$ cat config.mk
export PLATFORM = sky130hd
export DESIGN_NAME = dbg_write_unit_flat
export DESIGN_NICKNAME = d
export VERILOG_FILES = /design/src/rtl/dbg_pkg.sv /design/src/rtl/dbg_write_unit_if.sv /design/src/rtl/btn_debounce.sv /design/src/rtl/dbg_write_unit.sv /design/src/flat_wrapper.sv
export SDC_FILE = /design/constraint.sdc
export NUM_CORES = 1
export LEC_CHECK = 0
export BUFFER_PORTS_ARGS = -buffer_cell sky130_fd_sc_hd__buf_2
export CORE_UTILIZATION = 56
export DETAILED_ROUTE_END_ITERATION = 8
export GPL_ROUTABILITY_DRIVEN = 1
export PLACE_DENSITY = 0.79
export SETUP_SLACK_MARGIN = 0.02
export SLEW_MARGIN = 25
export SYNTH_ARGS = -nofsm -noshare
export SYNTH_HDL_FRONTEND = slang
export SYNTH_SLANG_ARGS = --single-unit
$ cat constraint.sdc
create_clock -name clk5MHz -period 2.1 [get_ports clk5MHz]
set_input_delay 0.21 -clock clk5MHz [delete_from_list [all_inputs] [get_ports clk5MHz]]
set_output_delay 0.21 -clock clk5MHz [all_outputs]
set_load 0.02 [all_outputs]
$ cat src/rtl/dbg_pkg.sv
// Shared types and defaults for the board-side debug write unit.
package dbg_pkg;

    typedef enum logic [1:0] {
        IDLE = 2'd0,
        REQ  = 2'd1,
        DONE = 2'd2
    } state_t;

    localparam logic [2:0]  FULL_BYTES      = 3'd4;
    localparam int unsigned DEF_DB_CYCLES   = 100000;
    localparam int unsigned DEF_ACK_TIMEOUT = 255;
    localparam int unsigned DEF_ADDR_W      = 8;
    localparam int unsigned DATA_W          = 32;
    localparam int unsigned TCNT_W          = 8;

endpackage

$ cat src/rtl/dbg_write_unit_if.sv
// Held request/acknowledge write bus into the halted CPU's debug port.
interface dbg_wr_if #(
    parameter int unsigned ADDR_W = 8
);
    logic              wr_req;
    logic              wr_mem;
    logic [ADDR_W-1:0] wr_addr;
    logic [31:0]       wr_data;
    logic              wr_ack;

    modport master (output wr_req, wr_mem, wr_addr, wr_data, input wr_ack);
    modport slave  (input wr_req, wr_mem, wr_addr, wr_data, output wr_ack);
endinterface

$ cat src/rtl/btn_debounce.sv
// Button conditioner: 2-FF synchronizer, stable-time filter and rising-edge pulse.
module btn_debounce #(
    parameter int unsigned DB_CYCLES = 4
) (
    input  logic clk,
    input  logic rst,
    input  logic btn,
    output logic pulse
);
    localparam int unsigned CNT_W = (DB_CYCLES > 1) ? $clog2(DB_CYCLES) : 1;

    logic [1:0]       r_sync;
    logic             r_level;
    logic [CNT_W-1:0] r_cnt;
    logic             r_pulse;
    logic             w_differ;
    logic             w_flip;

    assign w_differ = (r_sync[1] != r_level);
    assign w_flip   = w_differ && (r_cnt == CNT_W'(DB_CYCLES - 1));

    always_ff @(posedge clk) begin
        if (rst) begin
            r_sync  <= '0;
            r_level <= 1'b0;
            r_cnt   <= '0;
            r_pulse <= 1'b0;
        end else begin
            r_sync  <= {r_sync[0], btn};
            r_pulse <= w_flip && r_sync[1];
            if (w_flip) begin
                r_level <= r_sync[1];
                r_cnt   <= '0;
            end else if (w_differ) begin
                r_cnt <= r_cnt + CNT_W'(1);
            end else begin
                r_cnt <= '0;
            end
        end
    end

    assign pulse = r_pulse;
endmodule

$ cat src/rtl/dbg_write_unit.sv
// Debug writer: assembles a 32-bit word from switch bytes and writes it into the halted CPU.
module dbg_write_unit
    import dbg_pkg::*;
#(
    parameter int unsigned DB_CYCLES   = DEF_DB_CYCLES,
    parameter int unsigned ACK_TIMEOUT = DEF_ACK_TIMEOUT,
    parameter int unsigned ADDR_W      = DEF_ADDR_W
) (
    input  logic              clk5MHz,
    input  logic              rst,
    input  logic [7:0]        sw,
    input  logic              btn_load,
    input  logic              btn_addr,
    input  logic              btn_commit,
    input  logic              mem,
    input  logic              cpu_halted,
    dbg_wr_if.master          wr_bus,
    output logic [DATA_W-1:0] stage,
    output logic [2:0]        byte_cnt,
    output logic              busy,
    output logic              err
);
    state_t              r_state, w_state_n;
    logic [DATA_W-1:0]   r_stage, w_stage_n;
    logic [2:0]          r_byte_cnt, w_byte_cnt_n;
    logic [ADDR_W-1:0]   r_wr_addr, w_wr_addr_n;
    logic [DATA_W-1:0]   r_wr_data, w_wr_data_n;
    logic                r_wr_mem, w_wr_mem_n;
    logic                r_wr_req;
    logic                r_busy;
    logic                r_err, w_err_n;
    logic [TCNT_W-1:0]   r_tcnt, w_tcnt_n;
    logic                w_ev_load, w_ev_addr, w_ev_commit;

    btn_debounce #(.DB_CYCLES(DB_CYCLES)) u_db_load (
        .clk(clk5MHz), .rst(rst), .btn(btn_load), .pulse(w_ev_load)
    );
    btn_debounce #(.DB_CYCLES(DB_CYCLES)) u_db_addr (
        .clk(clk5MHz), .rst(rst), .btn(btn_addr), .pulse(w_ev_addr)
    );
    btn_debounce #(.DB_CYCLES(DB_CYCLES)) u_db_commit (
        .clk(clk5MHz), .rst(rst), .btn(btn_commit), .pulse(w_ev_commit)
    );

    // Next-state and datapath updates; events only count in IDLE, commit > addr > load.
    always_comb begin
        w_state_n    = r_state;
        w_stage_n    = r_stage;
        w_byte_cnt_n = r_byte_cnt;
        w_wr_addr_n  = r_wr_addr;
        w_wr_data_n  = r_wr_data;
        w_wr_mem_n   = r_wr_mem;
        w_err_n      = r_err;
        w_tcnt_n     = r_tcnt;
        case (r_state)
            IDLE: begin
                if (w_ev_commit) begin
                    if (cpu_halted && (r_byte_cnt == FULL_BYTES)) begin
                        w_wr_data_n = r_stage;
                        w_wr_mem_n  = mem;
                        w_tcnt_n    = '0;
                        w_err_n     = 1'b0;
                        w_state_n   = REQ;
                    end else begin
                        w_err_n = 1'b1;
                    end
                end else if (w_ev_addr) begin
                    w_wr_addr_n = ADDR_W'(sw);
                    w_err_n     = 1'b0;
                end else if (w_ev_load) begin
                    w_stage_n    = {r_stage[DATA_W-9:0], sw};
                    w_byte_cnt_n = (r_byte_cnt == FULL_BYTES) ? FULL_BYTES
                                                              : r_byte_cnt + 3'd1;
                    w_err_n      = 1'b0;
                end
            end
            REQ: begin
                w_tcnt_n = r_tcnt + TCNT_W'(1);
                if (wr_bus.wr_ack) begin
                    w_state_n = DONE;
                end else if (!cpu_halted || (r_tcnt == TCNT_W'(ACK_TIMEOUT - 1))) begin
                    w_err_n   = 1'b1;
                    w_state_n = IDLE;
                end
            end
            DONE: begin
                w_wr_addr_n  = r_wr_addr + ADDR_W'(1);
                w_byte_cnt_n = '0;
                w_state_n    = IDLE;
            end
            default: w_state_n = IDLE;
        endcase
    end

    always_ff @(posedge clk5MHz) begin
        if (rst) begin
            r_state    <= IDLE;
            r_stage    <= '0;
            r_byte_cnt <= '0;
            r_wr_addr  <= '0;
            r_wr_data  <= '0;
            r_wr_mem   <= 1'b0;
            r_wr_req   <= 1'b0;
            r_busy     <= 1'b0;
            r_err      <= 1'b0;
            r_tcnt     <= '0;
        end else begin
            r_state    <= w_state_n;
            r_stage    <= w_stage_n;
            r_byte_cnt <= w_byte_cnt_n;
            r_wr_addr  <= w_wr_addr_n;
            r_wr_data  <= w_wr_data_n;
            r_wr_mem   <= w_wr_mem_n;
            r_wr_req   <= (w_state_n == REQ);
            r_busy     <= (w_state_n != IDLE);
            r_err      <= w_err_n;
            r_tcnt     <= w_tcnt_n;
        end
    end

    assign wr_bus.wr_req  = r_wr_req;
    assign wr_bus.wr_mem  = r_wr_mem;
    assign wr_bus.wr_addr = r_wr_addr;
    assign wr_bus.wr_data = r_wr_data;
    assign stage          = r_stage;
    assign byte_cnt       = r_byte_cnt;
    assign busy           = r_busy;
    assign err            = r_err;
endmodule
$ cat src/flat_wrapper.sv
// flat-port wrapper written by rule: the top's interface ports become plain ports
module dbg_write_unit_flat import dbg_pkg::*;
#(
    parameter int unsigned DB_CYCLES   = DEF_DB_CYCLES,
    parameter int unsigned ACK_TIMEOUT = DEF_ACK_TIMEOUT,
    parameter int unsigned ADDR_W      = DEF_ADDR_W
)
  (clk5MHz, rst, sw, btn_load, btn_addr, btn_commit, mem, cpu_halted, stage, byte_cnt, busy, err, wr_bus_wr_req, wr_bus_wr_mem, wr_bus_wr_addr, wr_bus_wr_data, wr_bus_wr_ack);
  dbg_wr_if #(.ADDR_W(ADDR_W)) wr_bus_i ();
  input  logic clk5MHz;
  input  logic rst;
  input  logic [7:0] sw;
  input  logic btn_load;
  input  logic btn_addr;
  input  logic btn_commit;
  input  logic mem;
  input  logic cpu_halted;
  output logic [DATA_W-1:0] stage;
  output logic [2:0] byte_cnt;
  output logic busy;
  output logic err;
  output wire logic [$bits(wr_bus_i.wr_req)-1:0] wr_bus_wr_req;
  output wire logic [$bits(wr_bus_i.wr_mem)-1:0] wr_bus_wr_mem;
  output wire logic [$bits(wr_bus_i.wr_addr)-1:0] wr_bus_wr_addr;
  output wire logic [$bits(wr_bus_i.wr_data)-1:0] wr_bus_wr_data;
  input wire logic [$bits(wr_bus_i.wr_ack)-1:0] wr_bus_wr_ack;
  assign wr_bus_wr_req = wr_bus_i.wr_req;
  assign wr_bus_wr_mem = wr_bus_i.wr_mem;
  assign wr_bus_wr_addr = wr_bus_i.wr_addr;
  assign wr_bus_wr_data = wr_bus_i.wr_data;
  assign wr_bus_i.wr_ack = wr_bus_wr_ack;
  dbg_write_unit #(.DB_CYCLES(DB_CYCLES), .ACK_TIMEOUT(ACK_TIMEOUT), .ADDR_W(ADDR_W)) u_core (.clk5MHz(clk5MHz), .rst(rst), .sw(sw), .btn_load(btn_load), .btn_addr(btn_addr), .btn_commit(btn_commit), .mem(mem), .cpu_halted(cpu_halted), .wr_bus(wr_bus_i), .stage(stage), .byte_cnt(byte_cnt), .busy(busy), .err(err));
endmodule
After elaboration in Yosys (flattened, before gate mapping)
Cells that the tools add are included.
Widths: inputs -> output; s select.

storage, ports and cells
  input port bits = 16
  output and inout port bits = 79
  register bits after elaboration = 152
  logic and storage cells = 98

cells by class
  bitwise operators = 5
  $add $sub $neg = 6
  mux-type cells = 23
  eq/ne operators = 20
  reductions and logical operators = 22

operators by type and width
  cell                   count
  $add 17x1->17 const B  3
  $eq 17x17->1 const B   3
  $mux 8                 4
  $pmux 8 s2             2
  $add 8x1->8 const B    2
  $mux 3                 4
  $ne 2x2->1 const B     6
  $reduce_and 4->1       3
  $reduce_and 3->1       3
  $reduce_or 3->1        3
  $eq 8x8->1 const B     1
  $mux 2                 4
  $logic_and 1x1->1      7
  $mux 1                 6
  $pmux 3 s2             1
  $reduce_bool 2->1      3
  $not 1->1              5
  $eq 2x1->1 const B     2
  $ne 2x1->1 const B     2
  $ne 4x4->1 const B     1
  $pmux 2 s2             1
  $add 3x1->3 const B    1
  $eq 3x3->1 const B     1
  $ne 1x1->1             3
  other kinds (5)        5

Longest topological paths before layout
  word-level depth = 6
  gate-level depth with buffers = 7
  depth with buffers taken out = 6

Hierarchy
From an unflattened synthesis, not the netlist that was laid out.

unflattened totals
  cell total of the unflattened synthesis = 754
  area, all modules = 6730.2 µm²

by module, submodules not included
  module          instances  area an instance (µm²)  cells each  seq. area each (µm²)
  dbg_write_unit  1          3877.5                  460         1781.7
  btn_debounce    3          950.9                   98          420.4

Worst setup path before layout
Ideal clock, no wire load.

  path type = flip-flop to flip-flop
  from = register u_core.r_byte_cnt[0], in the netlist u_core.byte_cnt[0]
  to = register u_core.r_wr_data[10], in the netlist u_core.wr_bus.wr_data[10]
  arrival = 1.640 ns
  period minus slack after synthesis = 1.710 ns
  library setup time = 0.070 ns
  required time = 2.030 ns
  slack = 0.390 ns
  stages on the path, launching flop included = 8
  path buffers = 1
  cell sequence = dfxtp_1 > inv_1 > ha_1 > nand4_1 > nor3_1 > clkbuf_1 > nand2_1 > a21oi_1

on the way
  word-level cells in the longest chain between the ends = 3

ends and longest elaborated chain
  element                            RTL line               source
  from (decl)                        dbg_write_unit.sv:25   logic [2:0] r_byte_cnt, w_byte_cnt_n;
  from (signal assigned)             dbg_write_unit.sv:110  r_byte_cnt <= w_byte_cnt_n;
  $eq 3x3->1                         dbg_write_unit.sv:58   if (cpu_halted && (r_byte_cnt == FULL_BYTES)) begin
  $logic_and 1x1->1                  dbg_write_unit.sv:58
  $reduce_and 3->1 (no source line)  n/a
  to (signal assigned)               dbg_write_unit.sv:112  r_wr_data <= w_wr_data_n;
  to (decl)                          dbg_write_unit.sv:27   logic [DATA_W-1:0] r_wr_data, w_wr_data_n;

No other way between the ends.
A chain may end at the register's enable or synchronous reset.

Worst setup path after layout
  from = register u_core.u_db_commit.r_cnt[8]
  to = register u_core.u_db_commit.r_cnt[15]

on the way
  word-level cells in the longest chain between the ends = 3
  elaborated cells between the ends (all ways) = 4
  classes of those cells = add/sub (1); eq/ne (1); reduce/logical (2)

ends and longest elaborated chain
  element                                                RTL line            source
  from (decl)                                            btn_debounce.sv:14  logic [CNT_W-1:0] r_cnt;
  from (signal assigned)                                 btn_debounce.sv:35  r_cnt <= r_cnt + CNT_W'(1);
  branches (longest 3 deep; another with $add 17x1->17)  n/a

Parallel ways; which one is timed is not known.

==> results.yml <==
setup_path:
  critical_path_arrival_ns: 2.28
  setup_crit_path_kind: "register to register"
  start_kind: "register"
  path_max_fanout: 8
  worst_setup_path_end_kind: "register"
  critPathRequiredTime_ns: 2.52
clock_tree:
  cts_num_sinks: 152
  cts_tree: "yes"
  root_buffer: "clkbuf_8"
  htreeDepth: 4
  tritoncts.num_buffers: 17
  clock_insertion_delay_worst_skew_ns: 0.54
  clk_pin_slew_worst_paths_ns: 0.06
  cts_setup_buffers: 0
  cts.path.max_buffers: 2
synthesis:
  synthesis.instances: 752
  synth-edff-count: 0
  post_synth_xor_area_fraction_pct: 6.45
  synth_sequential_area_ratio_pct: 48.7
  yosys.area.top_type_share_pct: 48.7
  synthMostInstantiatedCell: "dfxtp_1"
  yosys_warnings: 0
  synth_compound_area_share_pct: 11.0
  synth_area_leaders: "dfxtp_1 (49%), nand2_1 (9.1%), a21oi_1 (6.8%)"
  synthDominantAreaCellType: "dfxtp_1"
  synth_adder_area_share_pct: 1.60
  synth_top_cells_by_count: "dfxtp_1 (152), nand2_1 (151), a21oi_1 (85), nor2_1 (73), xnor2_1 (31)"
  ys.flop_type: "dfxtp_1"
  synth_mux_area_share_pct: 0.862
  synth_simple_gate_area_share_pct: 28.0
  ys_types: 54
  synth-seq-cells: 152
  synth_area_per_cell_um2: 8.30
  combinational_family_with_the_most_area_after_synthesis: "simple AND/OR/NAND/NOR gates"
  synthesis.nets: 776
  post_synth_arst_share_pct: 0
  mappedNetlistArea_mm2: 0.00624
die:
  ioPinCount: 95
  fp.dieArea_mm2: 0.0116
  floorplan.die.width_um: 108
  die_y_um: 108
  initial_core_util_pct: 57.6
  num_rows: 38
  core-area_mm2: 0.0108
sta:
  rsz_0062_raised_after_global_routing: "false"
  hold_violations_final: 0
  max_slew.worst_pin.slew_ns: 0.630
  finalSetupViolations: 0
  least_setup_slack_across_all_paths_after_layout_ns: 0.240
  finalClockSkew_ns: 0.0119
  setup_total_negative_slack_ns: 0
  slew_headroom_pct: 57.7
  timing.final.max_slew_violations: 0
  final.period_utilization_pct: 88.6
  fmax_mhz: 538
  final.hold.worst_slack_ns: 0.0964
  post-route-min-period_ns: 1.86
detailed_routing:
  via_count: 5662
  number_of_antenna_violating_nets_in_the_routed_design: 0
  route.detailed.vias_per_inst: 5.62
  dr.pass1.iters: 5
  drtIter0Drc: 390
  detail_route.wl_per_cell_um: 14.6
  route.detailed.drc: 0
  wl_um: 14800
global_routing:
  globalRouteOverflowTotal: 0
  first_global_vias: 5201
  grt_start_max_net_pins: 42
  initial_antenna_violation_count: 0
  grt_pass1_wl_um: 24000
  grtUsageTotal_pct: 26.2
finish:
  core_utilization_of_the_finished_layout_pct: 70.1
  num-nets-final: 879
  fillCellCount: 828
  area_growth_syn_to_layout_pct: 21.8
  drive_above_1_share_pct: 17.2
  insertedDiodeCount: 0
placement:
  detailed_place_hpwl_um: 9900
  io_buffers: 94
  post-place-ws_ns: 0.249
  routabilityCongestion: 0.919
min_path:
  hold_path.class: "input port to register"
flow_run:
  drv_cap: 0
power_and_ir_drop:
  cellPowerDensity_mw_per_mm2: 816
  power.ir.vdd_worst_mv: 0.555
  total_power_mw: 6.21
  power.static_leakage_nw: 2.80
status:
  status: "finished clean"
==> stage by stage <==
step / cells / instance area, um2
after global placement: 963 / 6850
final: 1008 / 7600
after global routing: 1008 / 7600
after floorplan: 752 / 6240
after detailed placement: 963 / 6850
after CTS: 1008 / 7600
==> layer usage <==
metal  up-vias  global-route usage, %  routed length [um]
met5         -                      0                   0
met2       171                   43.6                7150
met3        24                   6.42                 751
li1       2792                      -                   -
met1      2675                   32.4                6590
met4         0                   10.6                 267
==> state kept, by name (all words and copies together) (netlist names) <==
register,flops
u_core.stage,32
u_core.wr_bus.wr_data,32
u_core.u_db_addr.r_cnt,17
u_core.u_db_commit.r_cnt,17
u_core.u_db_load.r_cnt,17
u_core.r_tcnt,8
u_core.wr_bus.wr_addr,8
u_core.byte_cnt,3
u_core.r_state,2
u_core.u_db_addr.r_sync,2
u_core.u_db_commit.r_sync,2
u_core.u_db_load.r_sync,2
u_core.busy,1
u_core.err,1
u_core.u_db_addr.pulse,1
u_core.u_db_addr.r_level,1
u_core.u_db_commit.pulse,1
u_core.u_db_commit.r_level,1
u_core.u_db_load.pulse,1
u_core.u_db_load.r_level,1
u_core.wr_bus.wr_mem,1
u_core.wr_bus.wr_req,1
==> critical path, stage by stage, from the launching register on <==
cell,delay (ns)
dfxtp_1,0.36
or4_1,0.53
nor4_2,0.35
or2_1,0.26
buf_4,0.19
a21oi_1,0.05
==> cell type report <==
| cell class | instances | area, um2 | share of cell area, % |
|---|---|---|---|
| clock inverter | 11 | 169 | 2.22 |
| sequential | 152 | 3040 | 40.0 |
| tap | 140 | 175 | 2.30 |
| clock buffer | 21 | 459 | 6.04 |
| inverter | 14 | 52.6 | 0.691 |
| multi-input combinational | 550 | 2990 | 39.3 |
| timing repair buffer | 120 | 713 | 9.38 |
==> repair_timing <==
| action | 4_1_cts | 5_1_grt |
|---|---|---|
| hold buffers | 13 | 0 |
| gates resized for setup | 0 | 0 |
| hold endpoints to repair | 15 | 0 |
==> cell usage in the layout (no fill, tap or decap), drive strengths merged, types with 10 or more instances in the layout <==
master / count
clkbuf: 21
nor3: 15
nand4: 23
nor2b: 10
inv: 15
nand3: 26
buf: 107
nor2: 73
dlygate4sd3: 13
dfxtp: 152
xor2: 15
a21oi: 85
nand2: 151
nor4: 18
xnor2: 31
o21ai: 18
and3: 13
==> logic make-up after synthesis <==
| family | count (synthesis) |
|---|---|
| and+or+nand+nor | 368 |
| buffers and inverters | 50 |
| adders and majority gates | 8 |
| DFF | 152 |
| muxes | 5 |
| xor gates and xnor gates | 46 |
| AOI/OAI and AO/OA | 123 |
==> power breakdown <==
part	total (mW)	internal, mW	switching (mW)
combinational	0.105	0.0447	0.0600
clock	3.21	2.03	1.18
sequential	2.89	2.89	0.00392
total	6.21	4.96	1.25
==> worst paths after layout <==
kind	from	endpoint	slack, ns	cells after the start
worst max register to register	u_core.u_db_commit.r_cnt[8]$_SDFF_PP0_	u_core.u_db_commit.r_cnt[15]$_SDFF_PP0_	0.24	5
worst max-delay path	u_core.u_db_commit.r_cnt[8]$_SDFF_PP0_	u_core.u_db_commit.r_cnt[15]$_SDFF_PP0_	0.24	5
worst min-delay path	rst	u_core.u_db_commit.r_level$_SDFFE_PP0P_	0.1	2
worst min register to register	u_core.u_db_load.r_sync[0]$_SDFF_PP0_	u_core.u_db_load.r_sync[1]$_SDFF_PP0_	0.44	1
No activity file was read; power rests on OpenSTA's default activity.
